`config.mk`:
```
export PLATFORM = sky130hd
export DESIGN_NAME = match_event_monitor
export DESIGN_NICKNAME = d
export VERILOG_FILES = /design/src/rtl/match_event_monitor.sv
export SDC_FILE = /design/constraint.sdc
export NUM_CORES = 1
export LEC_CHECK = 0
export CAP_MARGIN = 10
export CORE_MARGIN = 3
export CORE_UTILIZATION = 47
export DETAILED_ROUTE_END_ITERATION = 16
export PLACE_DENSITY = 0.8
export SYNTH_ARGS = -nofsm -noshare
export SYNTH_HDL_FRONTEND = slang
export SYNTH_SLANG_ARGS = --single-unit
```
`constraint.sdc`:
```
create_clock -name clk -period 4 [get_ports clk]
set_input_delay 1 -clock clk [delete_from_list [all_inputs] [get_ports clk]]
set_output_delay 1 -clock clk [all_outputs]
set_load 0.02 [all_outputs]
```
`src/rtl/match_event_monitor.sv`:
```
// Match event monitor: counts detector match pulses, tracks last/minimum
// inter-match gap and raises a sticky threshold interrupt.
module match_event_monitor #(
  parameter int unsigned CNT_W = 16,
  parameter int unsigned GAP_W = 16
) (
  input  logic             clk,
  input  logic             rst,
  input  logic             en,
  input  logic             z_in,
  input  logic             clr,
  input  logic [CNT_W-1:0] thresh,
  output logic [CNT_W-1:0] match_cnt,
  output logic [GAP_W-1:0] last_gap,
  output logic [GAP_W-1:0] min_gap,
  output logic             gap_valid,
  output logic             irq,
  output logic             busy
);

  localparam logic [CNT_W-1:0] CNT_MAX = '1;
  localparam logic [GAP_W-1:0] GAP_MAX = '1;

  typedef enum logic [1:0] {
    ST_IDLE  = 2'd0,
    ST_ARMED = 2'd1,
    ST_FIRED = 2'd2
  } state_e;

  state_e           state_q, state_d;
  logic [CNT_W-1:0] cnt_q, cnt_d;
  logic [GAP_W-1:0] timer_q, timer_d;
  logic [GAP_W-1:0] last_gap_q, last_gap_d;
  logic [GAP_W-1:0] min_gap_q, min_gap_d;
  logic             have_prev_q, have_prev_d;
  logic             gap_valid_q, gap_valid_d;
  logic             irq_q, irq_d;
  logic             busy_q, busy_d;

  // Counter, gap timer and gap statistics; clr wins over a coincident match.
  always_comb begin
    cnt_d       = cnt_q;
    timer_d     = timer_q;
    last_gap_d  = last_gap_q;
    min_gap_d   = min_gap_q;
    have_prev_d = have_prev_q;
    gap_valid_d = gap_valid_q;
    if (clr) begin
      cnt_d       = '0;
      timer_d     = '0;
      last_gap_d  = '0;
      min_gap_d   = GAP_MAX;
      have_prev_d = 1'b0;
      gap_valid_d = 1'b0;
    end else if (en) begin
      if (z_in) begin
        if (cnt_q != CNT_MAX) cnt_d = cnt_q + CNT_W'(1);
        timer_d     = GAP_W'(1);
        have_prev_d = 1'b1;
        if (have_prev_q) begin
          last_gap_d  = timer_q;
          gap_valid_d = 1'b1;
          if (timer_q < min_gap_q) min_gap_d = timer_q;
        end
      end else if (have_prev_q && (timer_q != GAP_MAX)) begin
        timer_d = timer_q + GAP_W'(1);
      end
    end
  end

  // Next state; the ARMED compare uses the post-update count so irq aligns with the count.
  always_comb begin
    state_d = state_q;
    if (clr) begin
      state_d = en ? ST_ARMED : ST_IDLE;
    end else begin
      case (state_q)
        ST_IDLE:  if (en) state_d = ST_ARMED;
        ST_ARMED: begin
          if ((thresh != '0) && (cnt_d >= thresh)) state_d = ST_FIRED;
          else if (!en)                            state_d = ST_IDLE;
        end
        ST_FIRED: state_d = ST_FIRED;
        default:  state_d = ST_IDLE;
      endcase
    end
  end

  // Status flags decoded from the next state so they are flop outputs.
  always_comb begin
    irq_d  = 1'b0;
    busy_d = 1'b0;
    case (state_d)
      ST_ARMED: busy_d = 1'b1;
      ST_FIRED: begin
        busy_d = 1'b1;
        irq_d  = 1'b1;
      end
      default: ;
    endcase
  end

  always_ff @(posedge clk) begin
    if (!rst) begin
      state_q     <= ST_IDLE;
      cnt_q       <= '0;
      timer_q     <= '0;
      last_gap_q  <= '0;
      min_gap_q   <= GAP_MAX;
      have_prev_q <= 1'b0;
      gap_valid_q <= 1'b0;
      irq_q       <= 1'b0;
      busy_q      <= 1'b0;
    end else begin
      state_q     <= state_d;
      cnt_q       <= cnt_d;
      timer_q     <= timer_d;
      last_gap_q  <= last_gap_d;
      min_gap_q   <= min_gap_d;
      have_prev_q <= have_prev_d;
      gap_valid_q <= gap_valid_d;
      irq_q       <= irq_d;
      busy_q      <= busy_d;
    end
  end

  assign match_cnt = cnt_q;
  assign last_gap  = last_gap_q;
  assign min_gap   = min_gap_q;
  assign gap_valid = gap_valid_q;
  assign irq       = irq_q;
  assign busy      = busy_q;

endmodule
```
==> results.py <==
metrics = {
    "synth": {
        "yosysTopAreaCell": "dfxtp_1",
        "synth_xor_area_share_pct": 4.81,
        "synth-simple-area-share_pct": 25.5,
        "synth_top_area_share_pct": 36.7,
        "synthDistinctLibCells": 42,
        "ys_async_sr_fraction_pct": 0,
        "ys_ff_latch": 70,
        "synthAdderAreaFrac_pct": 11.1,
        "synth_edf_count": 0,
        "syn_area_um2": 3820,
        "yosys_warnings": 0,
        "synth_commonest_cells": "dfxtp_1 (70), nand2_1 (59), nor2_1 (55)",
        "synth_flop_cell": "dfxtp_1",
        "synthesis.nets": 530,
        "synth_area_leaders": "dfxtp_1 (37%), ha_1 (11%), nand2_1 (5.8%), nor2_1 (5.4%), a21oi_1 (4.8%)",
        "synth_top_family_by_area": "simple AND/OR/NAND/NOR gates",
        "seq_area_frac_synth_pct": 36.7,
        "synth.most_common_cell": "dfxtp_1",
        "synth_cells": 475,
        "synthMuxAreaShare_pct": 0.262,
        "avgSynthCellArea_um2": 8.04,
        "synth_compound_area_share_pct": 16.1,
    },
    "routing": {
        "wl_per_cell_um": 15.4,
        "firstDrtPassIters": 5,
        "finalWirelength_um": 10300,
        "vias": 3761,
        "via_per_inst": 5.60,
        "drc_errors": 0,
        "postRouteAntennaNets": 0,
        "dr.first_iter.drc_count": 370,
    },
    "global_routing": {
        "overflow": 0,
        "track_usage_pct": 23.8,
        "grt_pass1_wl_um": 17300,
        "antenna_found_initial": 0,
        "grt_pass1_vias": 3711,
        "grt_max_degree": 24,
    },
    "worst_setup_path": {
        "crit_path_start_kind": "primary input",
        "crit_type": "in -> reg",
        "cp.arrival_ps": 4120,
        "critPathMaxFanout": 4,
        "cp.required_ps": 4280,
        "cp-end-kind": "flop",
        "rrSetupSlack_ps": 270,
    },
    "run_status": {
        "outcome": "finished clean",
    },
    "pwr": {
        "power_leakage_nw": 2.11,
        "total_power_mw": 1.36,
        "vdd_ir_drop_max_uv": 150,
        "p_per_area_nw_per_um2": 269,
    },
    "floorplan": {
        "die_w_um": 96.2,
        "core_area_um2": 7810,
        "dieArea_um2": 9250,
        "pin_count": 72,
        "initial_utilization_pct": 48.9,
        "rows": 32,
        "dieHeight_um": 96.2,
    },
    "sta": {
        "slew_viol_final": 0,
        "finalCritPeriodShare_pct": 96.0,
        "max_slew_margin_pct": 59.8,
        "finalSetupViolations": 0,
        "rsz0062_at_grt": "false",
        "skew_ps": 9.09,
        "min_period_ps": 3840,
        "worst_pin_slew_ps": 602,
        "whs_ps": 456,
        "max_freq_mhz": 260,
        "hold_viol": 0,
    },
    "clocking": {
        "cts_root_buffer": "clkbuf_8",
        "clk_latency_ps": 350,
        "h-tree-depth": 3,
        "cts_buffers": 9,
        "cts_tree": "done",
        "max-clock-path-buffers": 2,
        "cts.sinks": 70,
        "clk_pin_slew_ps": 80,
    },
    "place": {
        "gp_congestion": 0.905,
        "hpwl_um": 7670,
        "portBuffers": 71,
        "post_dp_cell_area_um2": 4750,
    },
    "finish": {
        "fin_util_pct": 64.6,
        "num_antenna_cells": 0,
        "stdcell_area_um2": 5050,
        "syn_to_final_growth_pct": 32.1,
        "layout-drive-gt1-share_pct": 9.47,
        "layout.nets": 620,
    },
    "min_path": {
        "hp-class": "reg -> reg",
    },
    "job": {
        "max-cap-violations": 0,
    },
}
routing by layer:
layer / share of wire [%] / wire length (um) / vias to the layer above / GRT usage [%]
met3: 6.9 / 716 / 32 / 4.61
met4: 2.5 / 263 / 0 / 10.4
li1: - / - / 1854 / -
met5: 0 / 0 / - / 0
met2: 46 / 4710 / 145 / 37.2
met1: 45 / 4640 / 1730 / 31.8
cells in the final DEF, fill, tap and decap left out, types with 7 or more instances in the layout:
master,instances
nor3_1,7
inv_1,37
a21oi_1,37
buf_4,24
dfxtp_1,70
and3_1,19
nor2_1,55
clkbuf_8,9
a211o_1,15
o21ai_0,13
xor2_1,9
nand3_1,10
o211ai_1,8
ha_1,34
clkdlybuf4s50_1,69
nand2_1,58
xnor2_1,12
nand4_1,12
through the flow:
| step | TNS (ps) | setup slack (ps) | cells |
|---|---|---|---|
| 6_report | 0 | 161 | 672 |
| 5_1_grt | 0 | 22.7 | 672 |
| 4_1_cts | 0 | 231 | 672 |
| 3_5_place_dp | -1910 | -689 | 653 |
| 3_3_place_gp | -1180 | -479 | 653 |
| 2_1_floorplan | 0 | 218 | 475 |
worst max-delay path, stage by stage:
cell           delay [ps]
dlygate4sd2_1         250
and2_4                160
nand4_1               110
buf_6                 170
nor4_4                210
xnor2_1               180
nor2_1                 70
ha_1                  330
nand2_2                90
o21ai_1               120
or3b_2                460
a311oi_2              340
buf_4                 180
and2_1                130
ha_1                  230
nor2b_1               100
state kept, by name, summed over array words and instances (netlist names), 2 cells and up:
| name | count |
|---|---|
| match_cnt | 16 |
| state_q | 2 |
| timer_q | 16 |
| last_gap | 16 |
| min_gap | 16 |
final timing paths:
path,startpoint,end,depth (start not counted)
setup / recovery,en,busy$_SDFF_PN0_,16
hold / removal,last_gap[11]$_SDFFE_PP0P_,last_gap[11]$_SDFFE_PP0P_,2
setup reg to reg,match_cnt[3]$_SDFF_PN0_,busy$_SDFF_PN0_,13
hold reg to reg,last_gap[11]$_SDFFE_PP0P_,last_gap[11]$_SDFFE_PP0P_,2
cell type report:
cell class                      count  area [um^2]
Inverter                           37          139
Sequential cell                    70         1400
Clock buffer                        9          124
Fill cell                         646         2760
Clock inverter                      7         72.6
Timing Repair Buffer               96          900
Tap cell                          102          128
Multi-Input combinational cell    351         2280
cells by family after synthesis:
family / Yosys count
multiplexers: 1
AND/OR/NAND/NOR: 200
flip-flops: 70
XOR/XNOR: 21
adder cells (fa/ha/maj): 34
buffers and inverters: 54
AO/OA/AOI/OAI: 95
report_power, final:
group / leakage, nW / internal, mW / switching (mW)
clock: 0.0956 / 0.289 / 0.279
sequential: 0.565 / 0.700 / 0.00340
combinational: 1.44 / 0.0401 / 0.0490
total: 2.11 / 1.03 / 0.332
what timing repair did:
action,in CTS,in global routing
gates resized for setup,12,4
setup endpoints to repair,2,1
setup buffers,3,0
pin swaps,8,4
hold buffers,0,0
(Power assumes the default switching activity.)
